--- config.mk ---
export PLATFORM = sky130hd
export DESIGN_NAME = trim_pwm_deadband
export DESIGN_NICKNAME = d
export VERILOG_FILES = /design/src/rtl/trim_pwm_deadband.sv
export SDC_FILE = /design/constraint.sdc
export NUM_CORES = 1
export LEC_CHECK = 0
export ABC_AREA = 1
export CAP_MARGIN = 20
export CORE_MARGIN = 10
export CORE_UTILIZATION = 35
export DETAILED_ROUTE_END_ITERATION = 12
export DONT_BUFFER_PORTS = 1
export PLACE_DENSITY = 0.46
export SYNTH_ARGS = -nofsm -noshare
export SYNTH_HDL_FRONTEND = slang
export SYNTH_SLANG_ARGS = --single-unit
--- constraint.sdc ---
create_clock -name i_clock -period 3.7 [get_ports i_clock]
set_clock_uncertainty 0.2 [all_clocks]
set_input_delay 0.74 -clock i_clock [delete_from_list [all_inputs] [get_ports i_clock]]
set_output_delay 0.74 -clock i_clock [all_outputs]
set_load 0.005 [all_outputs]
--- src/rtl/trim_pwm_deadband.sv ---
// trim_pwm_deadband: turns one PWM waveform into a complementary, non-overlapping
// gate-drive pair with programmable dead time, short-pulse swallow flag and kill.
module trim_pwm_deadband #(
    parameter int DeadTimeBits = 8,
    parameter int KillMode     = 0
) (
    input  logic                    i_clock,
    input  logic                    i_reset,
    input  logic                    i_en,
    input  logic                    i_pwm_in,
    input  logic [DeadTimeBits-1:0] i_dt,
    input  logic                    i_kill,
    input  logic                    i_kill_clr,
    output logic                    o_ph1,
    output logic                    o_ph2,
    output logic                    o_swallow
);
    typedef enum logic [2:0] {
        ST_LOW  = 3'd0,
        ST_DT_R = 3'd1,
        ST_HIGH = 3'd2,
        ST_DT_F = 3'd3,
        ST_KILL = 3'd4
    } state_t;

    localparam logic [DeadTimeBits-1:0] CNT_ONE = DeadTimeBits'(1);

    logic                    r_pwm_p0;
    logic                    r_kill_p0;
    state_t                  r_state_p1;
    state_t                  w_state_nxt;
    logic [DeadTimeBits-1:0] r_cnt_p1;
    logic [DeadTimeBits-1:0] w_cnt_nxt;
    logic                    r_ph1_p1;
    logic                    r_ph2_p1;
    logic                    r_swallow_p1;
    logic                    w_swallow_nxt;
    logic                    w_dt_zero;
    logic                    w_cnt_last;
    logic                    w_kill_exit;

    // Stage 0: input registers keep sampling even while en is low
    always_ff @(posedge i_clock) begin
        if (i_reset) begin
            r_pwm_p0  <= 1'b0;
            r_kill_p0 <= 1'b0;
        end else begin
            r_pwm_p0  <= i_pwm_in;
            r_kill_p0 <= i_kill;
        end
    end

    assign w_dt_zero   = (i_dt == '0);
    // Using <= 1 keeps a zero load from wrapping the counter
    assign w_cnt_last  = (r_cnt_p1 <= CNT_ONE);
    assign w_kill_exit = (KillMode == 0) || i_kill_clr;

    always_comb begin
        w_state_nxt   = r_state_p1;
        w_cnt_nxt     = r_cnt_p1;
        w_swallow_nxt = 1'b0;
        if (r_kill_p0) begin
            w_state_nxt = ST_KILL;
        end else if (i_en) begin
            case (r_state_p1)
                ST_LOW: begin
                    if (r_pwm_p0) begin
                        if (w_dt_zero) begin
                            w_state_nxt = ST_HIGH;
                        end else begin
                            w_state_nxt = ST_DT_R;
                            w_cnt_nxt   = i_dt;
                        end
                    end
                end
                ST_DT_R: begin
                    if (!r_pwm_p0) begin
                        w_state_nxt   = ST_LOW;
                        w_swallow_nxt = 1'b1;
                    end else if (w_cnt_last) begin
                        w_state_nxt = ST_HIGH;
                    end else begin
                        w_cnt_nxt = r_cnt_p1 - CNT_ONE;
                    end
                end
                ST_HIGH: begin
                    if (!r_pwm_p0) begin
                        if (w_dt_zero) begin
                            w_state_nxt = ST_LOW;
                        end else begin
                            w_state_nxt = ST_DT_F;
                            w_cnt_nxt   = i_dt;
                        end
                    end
                end
                ST_DT_F: begin
                    // A new rising edge during falling dead time re-arms without swallow
                    if (r_pwm_p0) begin
                        w_state_nxt = ST_DT_R;
                        w_cnt_nxt   = i_dt;
                    end else if (w_cnt_last) begin
                        w_state_nxt = ST_LOW;
                    end else begin
                        w_cnt_nxt = r_cnt_p1 - CNT_ONE;
                    end
                end
                ST_KILL: begin
                    if (w_kill_exit) begin
                        w_state_nxt = ST_DT_F;
                        w_cnt_nxt   = i_dt;
                    end
                end
                default: begin
                    w_state_nxt = ST_DT_F;
                    w_cnt_nxt   = i_dt;
                end
            endcase
        end
    end

    // Stage 1: FSM state, dead-time counter and registered outputs
    always_ff @(posedge i_clock) begin
        if (i_reset) begin
            r_state_p1   <= ST_DT_F;
            r_cnt_p1     <= i_dt;
            r_ph1_p1     <= 1'b0;
            r_ph2_p1     <= 1'b0;
            r_swallow_p1 <= 1'b0;
        end else begin
            r_state_p1   <= w_state_nxt;
            r_cnt_p1     <= w_cnt_nxt;
            r_ph1_p1     <= (w_state_nxt == ST_HIGH);
            r_ph2_p1     <= (w_state_nxt == ST_LOW);
            r_swallow_p1 <= w_swallow_nxt;
        end
    end

    assign o_ph1     = r_ph1_p1;
    assign o_ph2     = r_ph2_p1;
    assign o_swallow = r_swallow_p1;

endmodule
==> impl_metrics.json, run 1 <==
{
  "run_status": "completed",
  "initial_antenna_violation_count": 0,
  "clock_path_buffers": 2,
  "ir_drop_mv": 0.2459,
  "path_cells": "inv_1 -> nand2_1 -> nand2_1 -> o21ai_0 -> o211ai_1 -> nand2_1",
  "grt_max_degree": 11,
  "critical_path_required_ps": 3450,
  "cp_max_fo": 8,
  "path_clk_slew_ps": 90,
  "final_count_of_negative_setup_slack_endpoints": 0,
  "grt_first_pass_wirelength_mm": 3.601,
  "antenna_cells": 0,
  "hold_path_depth": 1,
  "place.port_buffers": 0,
  "timing.hold.worst.class": "in -> reg",
  "slowest_stage": "sky130_fd_sc_hd__dfxtp_1",
  "synth_seq_cells": 16,
  "worst_setup_path_startpoint": "r_pwm_p0$_SDFF_PP0_",
  "worstHoldStart": "i_reset",
  "grt_overflow_total": 0,
  "tritoncts": "done",
  "detail_route.wirelength_mm": 2.059,
  "yosysWarningCount": 0,
  "fillers": 300,
  "layout_net_count": 145,
  "areaGrowthSynthToFinish_pct": 6.624,
  "design.portCount": 17,
  "worst_setup_path_start_kind": "flop",
  "synth-seq-area-share_pct": 40.76,
  "worstSetupPathType": "reg -> reg",
  "antenna_left": 0,
  "placeable_core_region_um2": 2710,
  "cts.htree.levels": 1,
  "fin_area_um2": 1047,
  "power.static_leakage_nw": 0.4774,
  "grt_pass1_vias": 756,
  "drt_iter0_markers": 52,
  "rr_worst_depth": 6,
  "max_slew_margin_pct": 74.12,
  "clk_root_buffer_cell": "sky130_fd_sc_hd__clkbuf_4",
  "cellPowerDensity_nw_per_um2": 410.4,
  "post_synth_instance_area_um2": 982.2,
  "ctsResizeCount": 0,
  "maxClockFrequency_mhz": 543.7,
  "cts_hold_buf": 0,
  "num_vias": 737,
  "postCtsSetupBuffers": 0,
  "maxCapViolations": 0,
  "die_y_um": 72.98,
  "arrival_ps": 1590,
  "clk-insertion-delay-late_ps": 280,
  "grt_usage_pct": 8.601,
  "post_synth_num_cell_types": 25,
  "post_drt_via_cell_ratio": 4.635,
  "timing_worst_slew_pin_value_ps": 387.3,
  "dp_hpwl_mm": 1.658,
  "post_synth.cell_area_avg_um2": 7.921,
  "placementRows": 19,
  "worst_r2r_startpoint": "r_pwm_p0$_SDFF_PP0_",
  "fp.dieArea_um2": 5325,
  "power_uw": 429.8,
  "die_w_um": 72.98,
  "instances_no_fill": 159,
  "timing.critical_path.mode_cell": "sky130_fd_sc_hd__nand2_1",
  "finalHoldViolations": 0,
  "setup-tns-final_ps": 0,
  "start_util_pct": 36.24,
  "post-place-cells": 155,
  "drtPass1Iterations": 4,
  "route.detailed.wl_per_inst_um": 12.95,
  "rsz0062_at_grt": "no",
  "synth_nets": 140,
  "dpl_cell_area_um2": 1021,
  "tritoncts.num_buffers": 3,
  "cts_num_sinks": 16,
  "period_needed_ps": 1839,
  "final.period_utilization_pct": 49.71,
  "cp_slowest_stage_delay_ps": 420,
  "worst_setup_path_end_kind": "flop",
  "gp_congestion": 0.8223,
  "slew_viol_final": 0,
  "post_route_cells_drive_above_1_share_pct": 21.88,
  "syn-instance-count": 124,
  "drt_drc_violations_left": 0
}
==> final cells by class <==
class                           instances  area, µm²  area share, %
Tap cell                               31      38.79          3.704
Multi-Input combinational cell         89      510.5          48.75
Clock buffer                            4      26.28          2.509
Sequential cell                        16      400.4          38.23
Inverter                               19      71.32          6.810
==> per-stage QoR <==
step | setup slack (ps) | util (%) | hold slack (ps)
final | 1861 | 38.64 | 315.9
after global routing | 1733 | 38.64 | 300.0
after CTS | 1823 | 38.64 | 306.7
after detailed placement | 1532 | 37.67 | 366.3
after global placement | 1563 | 37.67 | 363.3
after floorplan | 1784 | - | 308.6
==> power breakdown <==
part / switching [mW] / internal [mW]
Sequential: 0.0165 / 0.209
Clock: 0.0556 / 0.0418
Combinational: 0.0681 / 0.0384
==> synth_stat cells (all sizes together) <==
library cell	count	area, µm²
nor3	3	20.02
o211ai	1	7.510
xor2	5	43.79
nand2	33	153.9
xnor2	1	8.760
dfxtp	8	160.2
nor2	20	100.1
inv	19	71.32
o21ai	10	53.80
nand4	2	18.77
a21oi	4	23.77
edfxtp	8	240.2
nand3	8	55.05
ha	2	25.02
==> cells by family after synthesis <==
group / Yosys count / synth area share (%)
compound gates: 15 / 8.662
xor+xnor: 6 / 5.350
fa+ha+maj: 2 / 2.547
buf+inv: 19 / 7.261
flops: 16 / 40.76
simple gates: 66 / 35.41
==> worst paths after layout <==
kind	to	slack (ps)
worst min register to register	r_state_p1[2]$_SDFF_PP0_	380
worst max-delay path	r_cnt_p1[1]$_DFFE_PP_	1860
worst min-delay path	r_kill_p0$_SDFF_PP0_	320
worst max register to register	r_cnt_p1[1]$_DFFE_PP_	1860
==> worst max-delay path, delay by kind of cell, from the launching register on <==
| kind | cells | cell delay (ps) |
|---|---|---|
| compound gates | 2 | 340 |
| flops | 1 | 420 |
| simple gates | 3 | 460 |
| buf+inv | 1 | 80 |
==> state kept, by name, summed over array words and instances (netlist names) <==
signal / count
o_ph2: 1
o_swallow: 1
r_cnt_p1: 8
r_kill_p0: 1
r_state_p1: 3
o_ph1: 1
r_pwm_p0: 1
==> cell usage in the layout, fill, tap and decap left out, types with 5 or more instances in the layout <==
| cell type | count |
|---|---|
| sky130_fd_sc_hd__nor2_1 | 16 |
| sky130_fd_sc_hd__dfxtp_1 | 8 |
| sky130_fd_sc_hd__edfxtp_1 | 8 |
| sky130_fd_sc_hd__nand2_1 | 25 |
| sky130_fd_sc_hd__inv_1 | 13 |
| sky130_fd_sc_hd__xor2_1 | 5 |
| sky130_fd_sc_hd__o21ai_1 | 6 |
| sky130_fd_sc_hd__nand3_1 | 5 |
| sky130_fd_sc_hd__inv_2 | 6 |
| sky130_fd_sc_hd__nand2_2 | 6 |
==> metal layers <==
layer / vias up / part of all wire (%) / GRT usage (%)
met5: - / 0 / 0
met2: 9 / 43 / 11.95
met1: 323 / 49 / 11.57
met3: 2 / 6.9 / 2.993
li1: 403 / - / -
met4: 0 / 0.87 / 3.797
(Power assumes the default switching activity.)
==> run 2, diff against run 1 <==
==> constraint.sdc (replaced) <==
create_clock -name i_clock -period 1.8 [get_ports i_clock]
set_clock_uncertainty 0.2 [all_clocks]
set_input_delay 0.36 -clock i_clock [delete_from_list [all_inputs] [get_ports i_clock]]
set_output_delay 0.36 -clock i_clock [all_outputs]
set_load 0.005 [all_outputs]
==> impl_metrics.json, run 2 (synthesis gave the netlist of run 1 again) <==
{
  "power.static_leakage_nw": 0.5251,
  "path_clk_slew_ps": 100,
  "timing_worst_slew_pin_value_ps": 226.1,
  "reg_top3": "r_cnt_p1: 8 flops, r_state_p1: 3 flops",
  "die_y_um": 72.98,
  "worst_r2r_startpoint": "r_cnt_p1[0]$_DFFE_PP_",
  "largest_register": "r_cnt_p1",
  "post_route_cells_drive_above_1_share_pct": 27.54,
  "mostFrequentLayoutCell": "sky130_fd_sc_hd__nand2_1",
  "num_vias": 797,
  "cp_max_fo": 7,
  "initial_antenna_violation_count": 0,
  "drtPass1Iterations": 4,
  "design.portCount": 17,
  "setup_slack_ps": 134.7,
  "final.period_utilization_pct": 92.52,
  "worst_setup_path_end_kind": "flop",
  "dpl_cell_area_um2": 1051,
  "layout_common_cells": "sky130_fd_sc_hd__nand2_1 (25), sky130_fd_sc_hd__nor2_1 (16), sky130_fd_sc_hd__inv_1 (12)",
  "maxClockFrequency_mhz": 600.5,
  "ir_drop_mv": 0.4118,
  "hold-worst-slack_ps": 63.18,
  "route.detailed.wl_per_inst_um": 12.73,
  "maxCapViolations": 0,
  "instances_no_fill": 169,
  "drt_drc_violations_left": 0,
  "antenna_left": 0,
  "tritoncts.num_buffers": 3,
  "placeable_core_region_um2": 2710,
  "cts.htree.levels": 1,
  "slew_viol_final": 0,
  "timing.hold.worst.class": "in -> reg",
  "rsz0062_at_grt": "yes",
  "dp_hpwl_mm": 1.709,
  "max_slew_margin_pct": 84.91,
  "fp.dieArea_um2": 5325,
  "clk_root_buffer_cell": "sky130_fd_sc_hd__clkbuf_4",
  "die_w_um": 72.98,
  "grt_first_pass_wirelength_mm": 3.726,
  "clk-insertion-delay-late_ps": 290,
  "worst_setup_path_startpoint": "r_cnt_p1[0]$_DFFE_PP_",
  "grt_usage_pct": 8.937,
  "grt_max_degree": 11,
  "grt_overflow_total": 0,
  "arrival_ps": 1510,
  "cts_num_sinks": 16,
  "cellPowerDensity_nw_per_um2": 811.5,
  "largest_reg_flops": 8,
  "fin_area_um2": 1144,
  "grt_pass1_vias": 832,
  "antenna_cells": 0,
  "postLayoutCoreUtil_pct": 42.20,
  "detail_route.wirelength_mm": 2.151,
  "gp_congestion": 0.8529,
  "areaGrowthSynthToFinish_pct": 16.43,
  "period_needed_ps": 1665,
  "start_util_pct": 36.24,
  "layout_net_count": 155,
  "critical_path_required_ps": 1640,
  "post_drt_via_cell_ratio": 4.716,
  "finalHoldViolations": 0,
  "place.port_buffers": 0,
  "worst_setup_path_start_kind": "flop",
  "tritoncts": "done",
  "worstSetupPathType": "reg -> reg",
  "clock_path_buffers": 2,
  "worstHoldStart": "i_dt[2]",
  "run_status": "completed",
  "power_uw": 928.1,
  "dp_slack_ps": 72.47,
  "placementRows": 19,
  "final_count_of_negative_setup_slack_endpoints": 0,
  "drt_iter0_markers": 12,
  "post-place-cells": 159,
  "setup-tns-final_ps": 0
}
==> run 2: worst paths after layout <==
kind | cells past startpoint | slack (ps) | end
max | 7 | 130 | r_cnt_p1[1]$_DFFE_PP_
max reg2reg | 7 | 130 | r_cnt_p1[1]$_DFFE_PP_
min reg2reg | 2 | 370 | r_state_p1[2]$_SDFF_PP0_
min | 2 | 60 | r_cnt_p1[2]$_DFFE_PP_
==> run 2: what timing repair did <==
action	CTS	global route
setup buffers	0	3
endpoints found under the setup margin	0	16
endpoints found under the hold margin	4	0
gates resized for setup	0	6
hold buffers	3	0
==> run 2: metal layers <==
metal / wire length [µm] / up-vias / global-route usage, %
li1: - / 423 / -
met1: 962 / 363 / 10.73
met2: 1021 / 9 / 13.58
met3: 149 / 2 / 2.993
met4: 18 / 0 / 5.063
met5: 0 / - / 0
==> run 2: worst max-delay path, stage by stage, from the launching register on <==
cell	delay, ps
sky130_fd_sc_hd__edfxtp_1	450
sky130_fd_sc_hd__ha_1	240
sky130_fd_sc_hd__nor2_2	150
sky130_fd_sc_hd__nor2_4	60
sky130_fd_sc_hd__nand2_4	100
sky130_fd_sc_hd__a21oi_1	70
sky130_fd_sc_hd__o21ai_0	70
sky130_fd_sc_hd__nand2_1	70
==> run 2: cell type report <==
cell class,count,area (µm²)
clock buffer,4,26.28
fill,298,1567
inverter,19,71.32
multi-input combinational,89,524.3
sequential,16,400.4
tap,31,38.79
timing repair buffer,10,82.58
==> run 2: power by group <==
group | internal [mW] | switching (mW) | total (mW) | leakage (nW)
Clock | 0.0861 | 0.115 | 0.201 | 0.0150
Sequential | 0.430 | 0.0344 | 0.465 | 0.147
Combinational | 0.110 | 0.152 | 0.262 | 0.363
Total | 0.626 | 0.302 | 0.928 | 0.525
==> run 3, diff against run 2 <==
--- a/config.mk
+++ b/config.mk
@@ -7,11 +7,13 @@
 export LEC_CHECK = 0
 export ABC_AREA = 1
 export CAP_MARGIN = 20
+export CELL_PAD_IN_SITES_DETAIL_PLACEMENT = 0
+export CELL_PAD_IN_SITES_GLOBAL_PLACEMENT = 2
 export CORE_MARGIN = 10
 export CORE_UTILIZATION = 35
 export DETAILED_ROUTE_END_ITERATION = 12
 export DONT_BUFFER_PORTS = 1
-export PLACE_DENSITY = 0.46
+export PLACE_DENSITY = 0.73
 export SYNTH_ARGS = -nofsm -noshare
 export SYNTH_HDL_FRONTEND = slang
 export SYNTH_SLANG_ARGS = --single-unit
==> impl_metrics.json, run 3 (synthesis gave the netlist of run 1 again) <==
{
  "run_status": "completed",
  "max_slew_margin_pct": 79.28,
  "drt_iter0_markers": 13,
  "worst_setup_path_end_kind": "flop",
  "drtPass1Iterations": 4,
  "placementRows": 19,
  "worst_r2r_startpoint": "r_cnt_p1[0]$_DFFE_PP_",
  "power_uw": 968.4,
  "hold-worst-slack_ps": 62.92,
  "setup-tns-final_ps": 0,
  "clk_root_buffer_cell": "sky130_fd_sc_hd__clkbuf_4",
  "grt_max_degree": 11,
  "worst_setup_path_startpoint": "r_cnt_p1[0]$_DFFE_PP_",
  "gp_congestion": 0.8585,
  "arrival_ps": 1670,
  "detail_route.wirelength_mm": 2.098,
  "ir_drop_mv": 0.4424,
  "clock_path_buffers": 2,
  "antenna_cells": 0,
  "fp.dieArea_um2": 5325,
  "worst_setup_path_start_kind": "flop",
  "initial_antenna_violation_count": 0,
  "dp_hpwl_mm": 1.742,
  "worst_r2r_end": "r_state_p1[1]$_SDFF_PP1_",
  "power.static_leakage_nw": 0.5232,
  "place.port_buffers": 0,
  "hold_ep": "r_cnt_p1[1]$_DFFE_PP_",
  "hold_path_depth": 2,
  "maxClockFrequency_mhz": 591.6,
  "areaGrowthSynthToFinish_pct": 18.34,
  "dp_slack_ps": 55.97,
  "cts.htree.levels": 1,
  "timing.hold.worst.class": "in -> reg",
  "worstHoldStart": "i_dt[1]",
  "multi_input_comb_area_um2": 539.3,
  "start_util_pct": 36.24,
  "period_needed_ps": 1690,
  "maxCapViolations": 0,
  "grt_first_pass_wirelength_mm": 3.739,
  "instances_no_fill": 168,
  "rr_worst_depth": 11,
  "largest_register": "r_cnt_p1",
  "fillers": 281,
  "post-place-cells": 160,
  "tritoncts": "done",
  "clk-insertion-delay-late_ps": 280,
  "critical_path_required_ps": 1770,
  "final_count_of_negative_setup_slack_endpoints": 0,
  "design.portCount": 17,
  "drt_drc_violations_left": 0,
  "antenna_left": 0,
  "path_clk_slew_ps": 90,
  "mostFrequentLayoutCell": "sky130_fd_sc_hd__nand2_1",
  "tritoncts.num_buffers": 3,
  "grt_overflow_total": 0,
  "layout_net_count": 154,
  "slew_viol_final": 0,
  "dpl_cell_area_um2": 1059,
  "finalHoldViolations": 0,
  "post_drt_via_cell_ratio": 4.607,
  "fin_area_um2": 1162,
  "grt_usage_pct": 8.910,
  "cellPowerDensity_nw_per_um2": 833.1,
  "die_w_um": 72.98,
  "worstSetupPathType": "reg -> reg",
  "grt_pass1_vias": 875,
  "postLayoutCoreUtil_pct": 42.89,
  "reg_top3": "r_cnt_p1: 8 flops, r_state_p1: 3 flops",
  "final-seq-area_um2": 401.6,
  "final.period_utilization_pct": 93.91,
  "placeable_core_region_um2": 2710,
  "post_route_cells_drive_above_1_share_pct": 29.20,
  "timing_worst_slew_pin_value_ps": 310.7,
  "cp_max_fo": 7,
  "route.detailed.wl_per_inst_um": 12.49,
  "num_vias": 774,
  "layout_common_cells": "sky130_fd_sc_hd__nand2_1 (25), sky130_fd_sc_hd__nor2_1 (15), sky130_fd_sc_hd__inv_1 (11)",
  "worst-r2r-setup-slack_ps": 110,
  "setup_slack_ps": 109.7,
  "die_y_um": 72.98,
  "largest_reg_flops": 8,
  "cts_num_sinks": 16
}
==> run 3: cell count changes in the layout (fill, tap and decap cells not counted), sizes merged <==
cell / before / now
buf: 7 / 6
==> run 3: critical path, cell delays in order, from the launching register on <==
cell and delay [ps]:
sky130_fd_sc_hd__edfxtp_1 480, sky130_fd_sc_hd__inv_2 100, sky130_fd_sc_hd__ha_4 150, sky130_fd_sc_hd__nor2_4 40, sky130_fd_sc_hd__nor2_4 120, sky130_fd_sc_hd__nand2_4 100
sky130_fd_sc_hd__nand2_2 70, sky130_fd_sc_hd__nand3_2 60, sky130_fd_sc_hd__nand2_1 60, sky130_fd_sc_hd__nand2_1 70, sky130_fd_sc_hd__inv_1 80, sky130_fd_sc_hd__nand2_1 40
==> run 3: area by class of cell <==
type,instances,area share [%]
Multi-Input combinational cell,89,46.39
Tap cell,31,3.337
Inverter,19,6.136
Clock buffer,4,3.122
Sequential cell,16,34.55
Timing Repair Buffer,9,6.459
==> run 3: worst max-delay path by stage <==
stage          cells after the start                  endpoint  slack (ps)
2_1_floorplan                      8     r_cnt_p1[0]$_DFFE_PP_         140
3_3_place_gp                       7     r_cnt_p1[7]$_DFFE_PP_          60
3_5_place_dp                       8     r_cnt_p1[0]$_DFFE_PP_          60
4_1_cts                            8     r_cnt_p1[0]$_DFFE_PP_          40
5_1_grt                           11  r_state_p1[1]$_SDFF_PP1_        -0.5
6_report                          11  r_state_p1[1]$_SDFF_PP1_         110
==> run 3: power by group <==
part | total [mW] | switching (mW) | internal [mW]
clock | 0.234 | 0.111 | 0.123
combinational | 0.272 | 0.159 | 0.113
sequential | 0.462 | 0.0319 | 0.431
total | 0.968 | 0.302 | 0.666
==> run 3: metal layers <==
metal  part of all wire, %  GRT usage (%)
met1                    39          8.517
met2                    58          16.38
met3                   2.5          2.313
met4                   1.1          5.696
met5                     0              0
==> run 3: timing repair <==
action,4_1_cts,5_1_grt
gates resized for setup,0,9
endpoints found under the setup margin,0,19
hold endpoints to repair,4,0
hold buffers,3,0
buffers inserted,0,1
